File: src/rtl/sysid_read_arbiter_if.sv
// Bus bundle between two Avalon-MM read masters, the arbiter and one shared read-only slave.
// The arbiter uses the "slave" modport; the "master" modport is the requester/slave-model side.
interface sysid_read_arbiter_if #(
    parameter int DATA_W = 32,
    parameter int ADDR_W = 1
);
    logic [ADDR_W-1:0] m0_address;
    logic              m0_read;
    logic              m0_waitrequest;
    logic [DATA_W-1:0] m0_readdata;
    logic              m0_readdatavalid;
    logic [ADDR_W-1:0] m1_address;
    logic              m1_read;
    logic              m1_waitrequest;
    logic [DATA_W-1:0] m1_readdata;
    logic              m1_readdatavalid;
    logic [ADDR_W-1:0] s_address;
    logic [DATA_W-1:0] s_readdata;

    modport slave (
        input  m0_address, m0_read, m1_address, m1_read, s_readdata,
        output m0_waitrequest, m0_readdata, m0_readdatavalid,
               m1_waitrequest, m1_readdata, m1_readdatavalid, s_address
    );

    modport master (
        output m0_address, m0_read, m1_address, m1_read, s_readdata,
        input  m0_waitrequest, m0_readdata, m0_readdatavalid,
               m1_waitrequest, m1_readdata, m1_readdatavalid, s_address
    );
endinterface

File: src/rtl/sysid_read_arbiter.sv
// Round-robin arbiter sharing one fixed-latency read-only slave between two read masters.
// One transaction in flight at a time: IDLE -> ISSUE -> WAIT*L -> RESP -> IDLE.
module sysid_read_arbiter #(
    parameter int DATA_W        = 32,
    parameter int ADDR_W        = 1,
    parameter int SLAVE_LATENCY = 0
) (
    input  logic                 clock_i,
    input  logic                 reset_n_i,
    sysid_read_arbiter_if.slave  bus
);
    typedef enum logic [1:0] {IDLE, ISSUE, WAIT, RESP} state_e;

    localparam logic [1:0] LAT = SLAVE_LATENCY[1:0];

    state_e            state_q;
    logic              last_grant_q;
    logic              grant_q;
    logic [1:0]        cnt_q;
    logic [ADDR_W-1:0] s_addr_q;
    logic [DATA_W-1:0] rdata_q;
    logic [1:0]        rvalid_q;

    logic idle, win0, win1;

    // On contention the master that did not win last time gets the slot.
    assign idle = (state_q == IDLE);
    assign win0 = bus.m0_read && (!bus.m1_read || last_grant_q);
    assign win1 = bus.m1_read && (!bus.m0_read || !last_grant_q);

    assign bus.m0_waitrequest   = !(reset_n_i && idle && win0);
    assign bus.m1_waitrequest   = !(reset_n_i && idle && win1);
    assign bus.m0_readdata      = rdata_q;
    assign bus.m1_readdata      = rdata_q;
    assign bus.m0_readdatavalid = rvalid_q[0];
    assign bus.m1_readdatavalid = rvalid_q[1];
    assign bus.s_address        = s_addr_q;

    always_ff @(posedge clock_i or negedge reset_n_i) begin
        if (!reset_n_i) begin
            state_q      <= IDLE;
            last_grant_q <= 1'b1;
            grant_q      <= 1'b0;
            cnt_q        <= 2'd0;
            s_addr_q     <= '0;
            rdata_q      <= '0;
            rvalid_q     <= 2'b00;
        end else begin
            case (state_q)
                IDLE: begin
                    if (win0 || win1) begin
                        s_addr_q     <= win0 ? bus.m0_address : bus.m1_address;
                        grant_q      <= win1;
                        last_grant_q <= win1;
                        state_q      <= ISSUE;
                    end
                end
                ISSUE: begin
                    if (SLAVE_LATENCY == 0) begin
                        rdata_q  <= bus.s_readdata;
                        rvalid_q <= grant_q ? 2'b10 : 2'b01;
                        state_q  <= RESP;
                    end else begin
                        cnt_q   <= 2'd1;
                        state_q <= WAIT;
                    end
                end
                WAIT: begin
                    // Data is sampled on the last of the SLAVE_LATENCY wait cycles.
                    if (cnt_q == LAT) begin
                        rdata_q  <= bus.s_readdata;
                        rvalid_q <= grant_q ? 2'b10 : 2'b01;
                        state_q  <= RESP;
                    end else begin
                        cnt_q <= cnt_q + 2'd1;
                    end
                end
                RESP: begin
                    rvalid_q <= 2'b00;
                    state_q  <= IDLE;
                end
                default: state_q <= IDLE;
            endcase
        end
    end
endmodule

File: src/flat_wrapper.sv
// flat-port wrapper written by rule: the top's interface ports become plain ports
module sysid_read_arbiter_flat 
#(
    parameter int DATA_W        = 32,
    parameter int ADDR_W        = 1,
    parameter int SLAVE_LATENCY = 0
)
  (clock_i, reset_n_i, bus_m0_address, bus_m0_read, bus_m1_address, bus_m1_read, bus_s_readdata, bus_m0_waitrequest, bus_m0_readdata, bus_m0_readdatavalid, bus_m1_waitrequest, bus_m1_readdata, bus_m1_readdatavalid, bus_s_address);
  sysid_read_arbiter_if #(.DATA_W(DATA_W), .ADDR_W(ADDR_W)) bus_i ();
  input  logic clock_i;
  input  logic reset_n_i;
  input wire logic [$bits(bus_i.m0_address)-1:0] bus_m0_address;
  input wire logic [$bits(bus_i.m0_read)-1:0] bus_m0_read;
  input wire logic [$bits(bus_i.m1_address)-1:0] bus_m1_address;
  input wire logic [$bits(bus_i.m1_read)-1:0] bus_m1_read;
  input wire logic [$bits(bus_i.s_readdata)-1:0] bus_s_readdata;
  output wire logic [$bits(bus_i.m0_waitrequest)-1:0] bus_m0_waitrequest;
  output wire logic [$bits(bus_i.m0_readdata)-1:0] bus_m0_readdata;
  output wire logic [$bits(bus_i.m0_readdatavalid)-1:0] bus_m0_readdatavalid;
  output wire logic [$bits(bus_i.m1_waitrequest)-1:0] bus_m1_waitrequest;
  output wire logic [$bits(bus_i.m1_readdata)-1:0] bus_m1_readdata;
  output wire logic [$bits(bus_i.m1_readdatavalid)-1:0] bus_m1_readdatavalid;
  output wire logic [$bits(bus_i.s_address)-1:0] bus_s_address;
  assign bus_i.m0_address = bus_m0_address;
  assign bus_i.m0_read = bus_m0_read;
  assign bus_i.m1_address = bus_m1_address;
  assign bus_i.m1_read = bus_m1_read;
  assign bus_i.s_readdata = bus_s_readdata;
  assign bus_m0_waitrequest = bus_i.m0_waitrequest;
  assign bus_m0_readdata = bus_i.m0_readdata;
  assign bus_m0_readdatavalid = bus_i.m0_readdatavalid;
  assign bus_m1_waitrequest = bus_i.m1_waitrequest;
  assign bus_m1_readdata = bus_i.m1_readdata;
  assign bus_m1_readdatavalid = bus_i.m1_readdatavalid;
  assign bus_s_address = bus_i.s_address;
  sysid_read_arbiter #(.DATA_W(DATA_W), .ADDR_W(ADDR_W), .SLAVE_LATENCY(SLAVE_LATENCY)) u_core (.clock_i(clock_i), .reset_n_i(reset_n_i), .bus(bus_i));
endmodule
File: config.mk
export PLATFORM = sky130hd
export DESIGN_NAME = sysid_read_arbiter_flat
export DESIGN_NICKNAME = d
export VERILOG_FILES = /design/src/rtl/sysid_read_arbiter_if.sv /design/src/rtl/sysid_read_arbiter.sv /design/src/flat_wrapper.sv
export SDC_FILE = /design/constraint.sdc
export NUM_CORES = 1
export LEC_CHECK = 0
export BUFFER_PORTS_ARGS = -buffer_cell sky130_fd_sc_hd__buf_2
export CAP_MARGIN = 20
export CORE_UTILIZATION = 45
export CTS_CLUSTER_DIAMETER = 200
export CTS_CLUSTER_SIZE = 16
export DETAILED_ROUTE_END_ITERATION = 8
export PLACE_DENSITY = 0.79
export SLEW_MARGIN = 20
export SYNTH_ARGS = -nofsm -noshare
export SYNTH_HDL_FRONTEND = slang
export SYNTH_SLANG_ARGS = --single-unit
File: constraint.sdc
create_clock -name clock_i -period 2.3 [get_ports clock_i]
set_input_delay 0.23 -clock clock_i [delete_from_list [all_inputs] [get_ports clock_i]]
set_output_delay 0.23 -clock clock_i [all_outputs]
set_load 0.01 [all_outputs]
== After elaboration in Yosys (flattened, before gate mapping) ==
Index checks and enable logic that the tools add are counted.

* Register bits after elaboration: 41
* Input port bits: 38
* Output and inout port bits: 69
* Word-level logic and storage cells: 45

* Add/subtract/negate cells: 1
* Equality and inequality tests: 5
* Mux-type cells: 9
* Bitwise logic cells: 1
* Reduce and logical (&&, ||, !) cells: 22

{| class="wikitable"
|+ Operators with widths
! kind !! count
|-
| $pmux 32 s2 || 1
|-
| $mux 32 || 1
|-
| $reduce_and 2->1 || 5
|-
| $mux 2 || 4
|-
| $pmux 2 s4 || 1
|-
| $pmux 2 s3 || 1
|-
| $logic_and 1x1->1 || 5
|-
| $logic_not 1->1 || 5
|-
| $eq 2x2->1 const B || 2
|-
| $logic_not 2->1 || 2
|-
| $logic_or 1x1->1 || 3
|-
| $reduce_bool 3->1 || 1
|-
| $add 2x1->2 const B || 1
|-
| $eq 2x1->1 const B || 1
|-
| $ne 2x1->1 const B || 1
|-
| $ne 2x2->1 const B || 1
|-
| $reduce_bool 2->1 || 1
|-
| $mux 1 || 1
|-
| $not 1->1 || 1
|}

== Depth between registers and ports, before layout ==
* Depth in word-level cells: 6
* Depth in mapped cells: 6
* Depth with buffers taken out: 5

== Least setup slack after synthesis ==
OpenSTA, ideal clock, no wires.

* Path type: reg-to-reg
* Start: reg u_core.state_q[0]
* End: reg u_core.rdata_q[0], in the netlist u_core.bus.m0_readdata[0]
* Library setup time: 125 ps
* Arrival time: 1517 ps
* Required time: 2175 ps
* Path slack: 657 ps
* Cell stages (with the launch flop): 6
* Path buffers: 1
* Clock period less this slack: 1643 ps
* Cell sequence: dfrtp_1 -> inv_1 -> ha_1 -> mux2i_4 -> buf_6 -> mux2_4

* Longest elaborated chain between the ends: 3
* Elaborated cells between the ends (all ways): 6
* Classes of those cells: eq/ne: 3; mux: 1; reduce/logical: 2

{| class="wikitable"
|+ RTL lines
! item !! line !! RTL
|-
| start: declaration || sysid_read_arbiter.sv:16 || <nowiki>state_e state_q;</nowiki>
|-
| start signal: assignment || sysid_read_arbiter.sv:41 || <nowiki>state_q <= IDLE;</nowiki>
|-
| start signal: assignment || sysid_read_arbiter.sv:55 || <nowiki>state_q <= ISSUE;</nowiki>
|-
| start signal: assignment || sysid_read_arbiter.sv:62 || <nowiki>state_q <= RESP;</nowiki>
|-
| $eq 2x2->1 / $eq 2x1->1 (equally long branches) || sysid_read_arbiter.sv:49 || <nowiki>case (state_q)</nowiki>
|-
| $ne 2x1->1 (no line) / $reduce_bool 2->1 (equally long branches) || n/a ||
|-
| $reduce_and 2->1 (no line) || n/a ||
|-
| end signal: assignment || sysid_read_arbiter.sv:60 || <nowiki>rdata_q <= bus.s_readdata;</nowiki>
|-
| end signal: assignment || sysid_read_arbiter.sv:71 || <nowiki>rdata_q <= bus.s_readdata;</nowiki>
|-
| end: declaration || sysid_read_arbiter.sv:21 || <nowiki>logic [DATA_W-1:0] rdata_q;</nowiki>
|}

Parallel ways exist; a longest one is shown, timed or not.
A chain may end at the register's enable or synchronous reset.

== Worst setup path in the final report ==
* Start: reg u_core.state_q[0]
* End: out bus_m0_waitrequest

* Longest elaborated chain between the ends: 4

{| class="wikitable"
|+ RTL lines
! item !! line !! RTL
|-
| $logic_not 2->1 || sysid_read_arbiter.sv:27 || <nowiki>assign idle = (state_q == IDLE);</nowiki>
|-
| $logic_and 1x1->1 (2 in series) || sysid_read_arbiter.sv:31 || <nowiki>assign bus.m0_waitrequest = !(reset_n_i && idle && win0);</nowiki>
|-
| $logic_not 1->1 || sysid_read_arbiter.sv:31 ||
|-
| end: declaration || flat_wrapper.sv:17 || <nowiki>output wire logic [$bits(bus_i.m0_waitrequest)-1:0] bus_m0_waitrequest;</nowiki>
|}

No other way between the ends.

==> run metrics <==
Mapped Area 2080 sq um; largest family of logic cells by synthesized area multiplexers; Fmax 522 MHz; worst-case clock skew 0.00246 ns; part of the Yosys area used for sequential elements between 40% and 50%; clock share of power approximately an eighth; share of cells above drive strength 1 68.0%; Netlist cell types 25; vias in the first global route 1218; first-pass GRT wire length roughly 5.9 mm; Chip Width 70 um; most frequent cell after synthesis dfrtp_1; CTS tree yes; Final Core Density between 50% and 60%; sequential share of power between 30% and 40%; Post-synth EDFFs 0; Min Hold Slack 0.0555 ns; Setup Buffers After CTS 0; clock-pin slew on the worst setup and hold paths 0.08 ns; Syn Nets 192; drt wl/cell 12.7 um; Final GP Congestion 0.687; full die area 4900 sq um; Synth area leader dfrtp_1; Max Slew Vio Count 0; # nets final 271; unrepaired setup endpoints after global routing false; setup tns final 0 ns; critical path peak fanout 13; Final Setup Violations 0; via count ~1300; post_cts resized 0; Initial Util 47.1%; Final Hold Fails 0; Root Buffer clkbuf_8; met3 routed WL about 310 um; Skew-Pair Late Insertion Delay 0.29 ns; post-synthesis simple-gate area fraction 3.01%; Synth Instances 148; Via density ~4.7; asr flop ratio synth 100%; Non-Filler Instances 280; status completed; Syn. warnings 0; area share of the largest cell type after synthesis about half; peak supply drop 0.742 mV; drt first pass iters 2; Tightest Pin Transition a little over 0.5 ns; Synth Area in Compound Gates 3.91%; total chip power ~4.0 mW; n_diodes 0; pwr dens 1600 nW/um^2; core box area roughly 4400 sq um; fillers 387; placed instance count 272; clock sink count 41; met2 WL 1.63 mm; CP startpoint kind flop; CP Class flop to output port; Final Critical Period approximately 1.9 ns; mux cell area share after synthesis 24.8%; worst hold path class input pin to async pin; Leakage Power 1.35 nW; post-synthesis adder-cell area fraction around 3.6%; # rows 24; Mean Syn Cell Area 14.1 sq um; max_cap viols 0; Worst Path Required 2.07 ns; H-tree lvl count 2; initial antenna violation count 0; dpl hpwl 2.65 mm; cell-internal power 2.56 mW; Arr. time, crit path between 1.5 and 2 ns; total gr overflow 0; cts hold-fix bufs 0; Yosys reg bits 41; worst relative slew slack 66.4%; list of most frequent post-synthesis cells dfrtp_1 (40), buf_4 (32), mux2_4 (30), ha_1 (6), inv_1 (5); clk buf depth 2; switching part of the total 36.2%; DRT iter0 DRCs 55; Antenna Nets Post-Route 0; combinational power share 53.6%; CP endpoint kind output port; # DRC 0; Layout Area Growth over Synthesis 20.6%; synth top area cells dfrtp_1 (48%), mux2_4 (22%), buf_4 (12%); die height 70 um; Met1 Wirelength roughly 1.6 mm; Final period util 83.2%; I/O pin cnt 107; GRT Overall Usage 15.5%; PortBufs 106; top routing layer in use met4; Num CTS Buffers 5; Synth Area in XOR/XNOR 0.421%; Main synth FF type dfrtp_1; Sw Pwr 1.45 mW; largest net degree at the start of global routing 42; Total Wirelength 3.54 mm
## power by group through the flow
stage / clock network, mW / logic, mW / registers (mW)
final: 0.505 / 2.15 / 1.35
after global routing: 0.559 / 2.32 / 1.41
after CTS: 0.525 / 2.18 / 1.36
after detailed placement: 0 / 2.18 / 1.37
after global placement: 0 / 2.13 / 1.35
after floorplan: 0 / 1.71 / 1.49
## stage by stage
step / worst slack [ns] / area, sq um
after global routing: 0.236 / 2510
final: 0.386 / 2510
after floorplan: 0.657 / 2080
after detailed placement: 0.442 / 2410
after global placement: 0.489 / 2410
after CTS: 0.376 / 2510
## worst max-delay path, cell delays in order (launching register included)
cell	delay [ns]
dfrtp_1	0.42
inv_1	0.11
ha_1	0.42
and3_1	0.25
nand2_1	0.06
buf_2	0.13
## layout make-up
cell class                 count  area (sq um)  area share [%]
sequential                    41          1030            40.9
multi-input combinational     65           744            29.7
timing repair buffer         109           553            22.0
clock buffer                   7          96.3            3.84
tap                           52          65.1            2.59
inverter                       5          18.8           0.748
clock inverter                 1          5.00           0.199
## placed cells by master (no fill, tap or decap), drive strengths merged
cell type and count:
dfstp 1, clkbuf 7, clkinv 1, and2b 1, a31oi 1, inv 5
o221a 1, buf 109, dfrtp 40, nand2b 2, nand4 1, a21oi 3
and3 1, mux2i 2, nor2 2, o21ai 4, o41ai 2, ha 6
xnor2 1, nand2 3, mux2 33, nand3 2
## cells by family after synthesis
group           count (synthesis)
mux                            35
xor+xnor                        1
simple gates                   12
flops                          41
compound gates                 11
buf+inv                        42
fa+ha+maj                       6
## worst paths after layout
kind / from / to / slack, ns / cells after the start
max: u_core.state_q[0]$_DFFE_PN0P_ / bus_m0_waitrequest / 0.39 / 5
min: reset_n_i / u_core.bus.m0_readdata[12]$_DFFE_PN0P_ / 0.06 / 2
max reg2reg: u_core.state_q[0]$_DFFE_PN0P_ / u_core.bus.m0_readdata[31]$_DFFE_PN0P_ / 0.45 / 5
min reg2reg: u_core.grant_q$_DFFE_PN0P_ / u_core.rvalid_q[0]$_DFFE_PN0P_ / 0.50 / 1
max in group asynchronous: reset_n_i / u_core.last_grant_q$_DFFE_PN1P_ / 1.87 / 2
min in group clock_i: bus_m0_read / u_core.last_grant_q$_DFFE_PN1P_ / 0.16 / 2
## registers in the layout, summed over array words and instances, names as in the netlist
name / cells
u_core.bus.m0_readdata: 32
u_core.cnt_q: 2
u_core.rvalid_q: 2
u_core.state_q: 2
u_core.bus.s_address: 1
u_core.grant_q: 1
u_core.last_grant_q: 1
## per-layer routing
layer  track usage, %  up-vias
met1             19.6      604
met5                0        -
met2             24.3       77
met4             5.33        0
met3             5.77        6
li1                 -      622
Power figures use the tool's default switching activity.
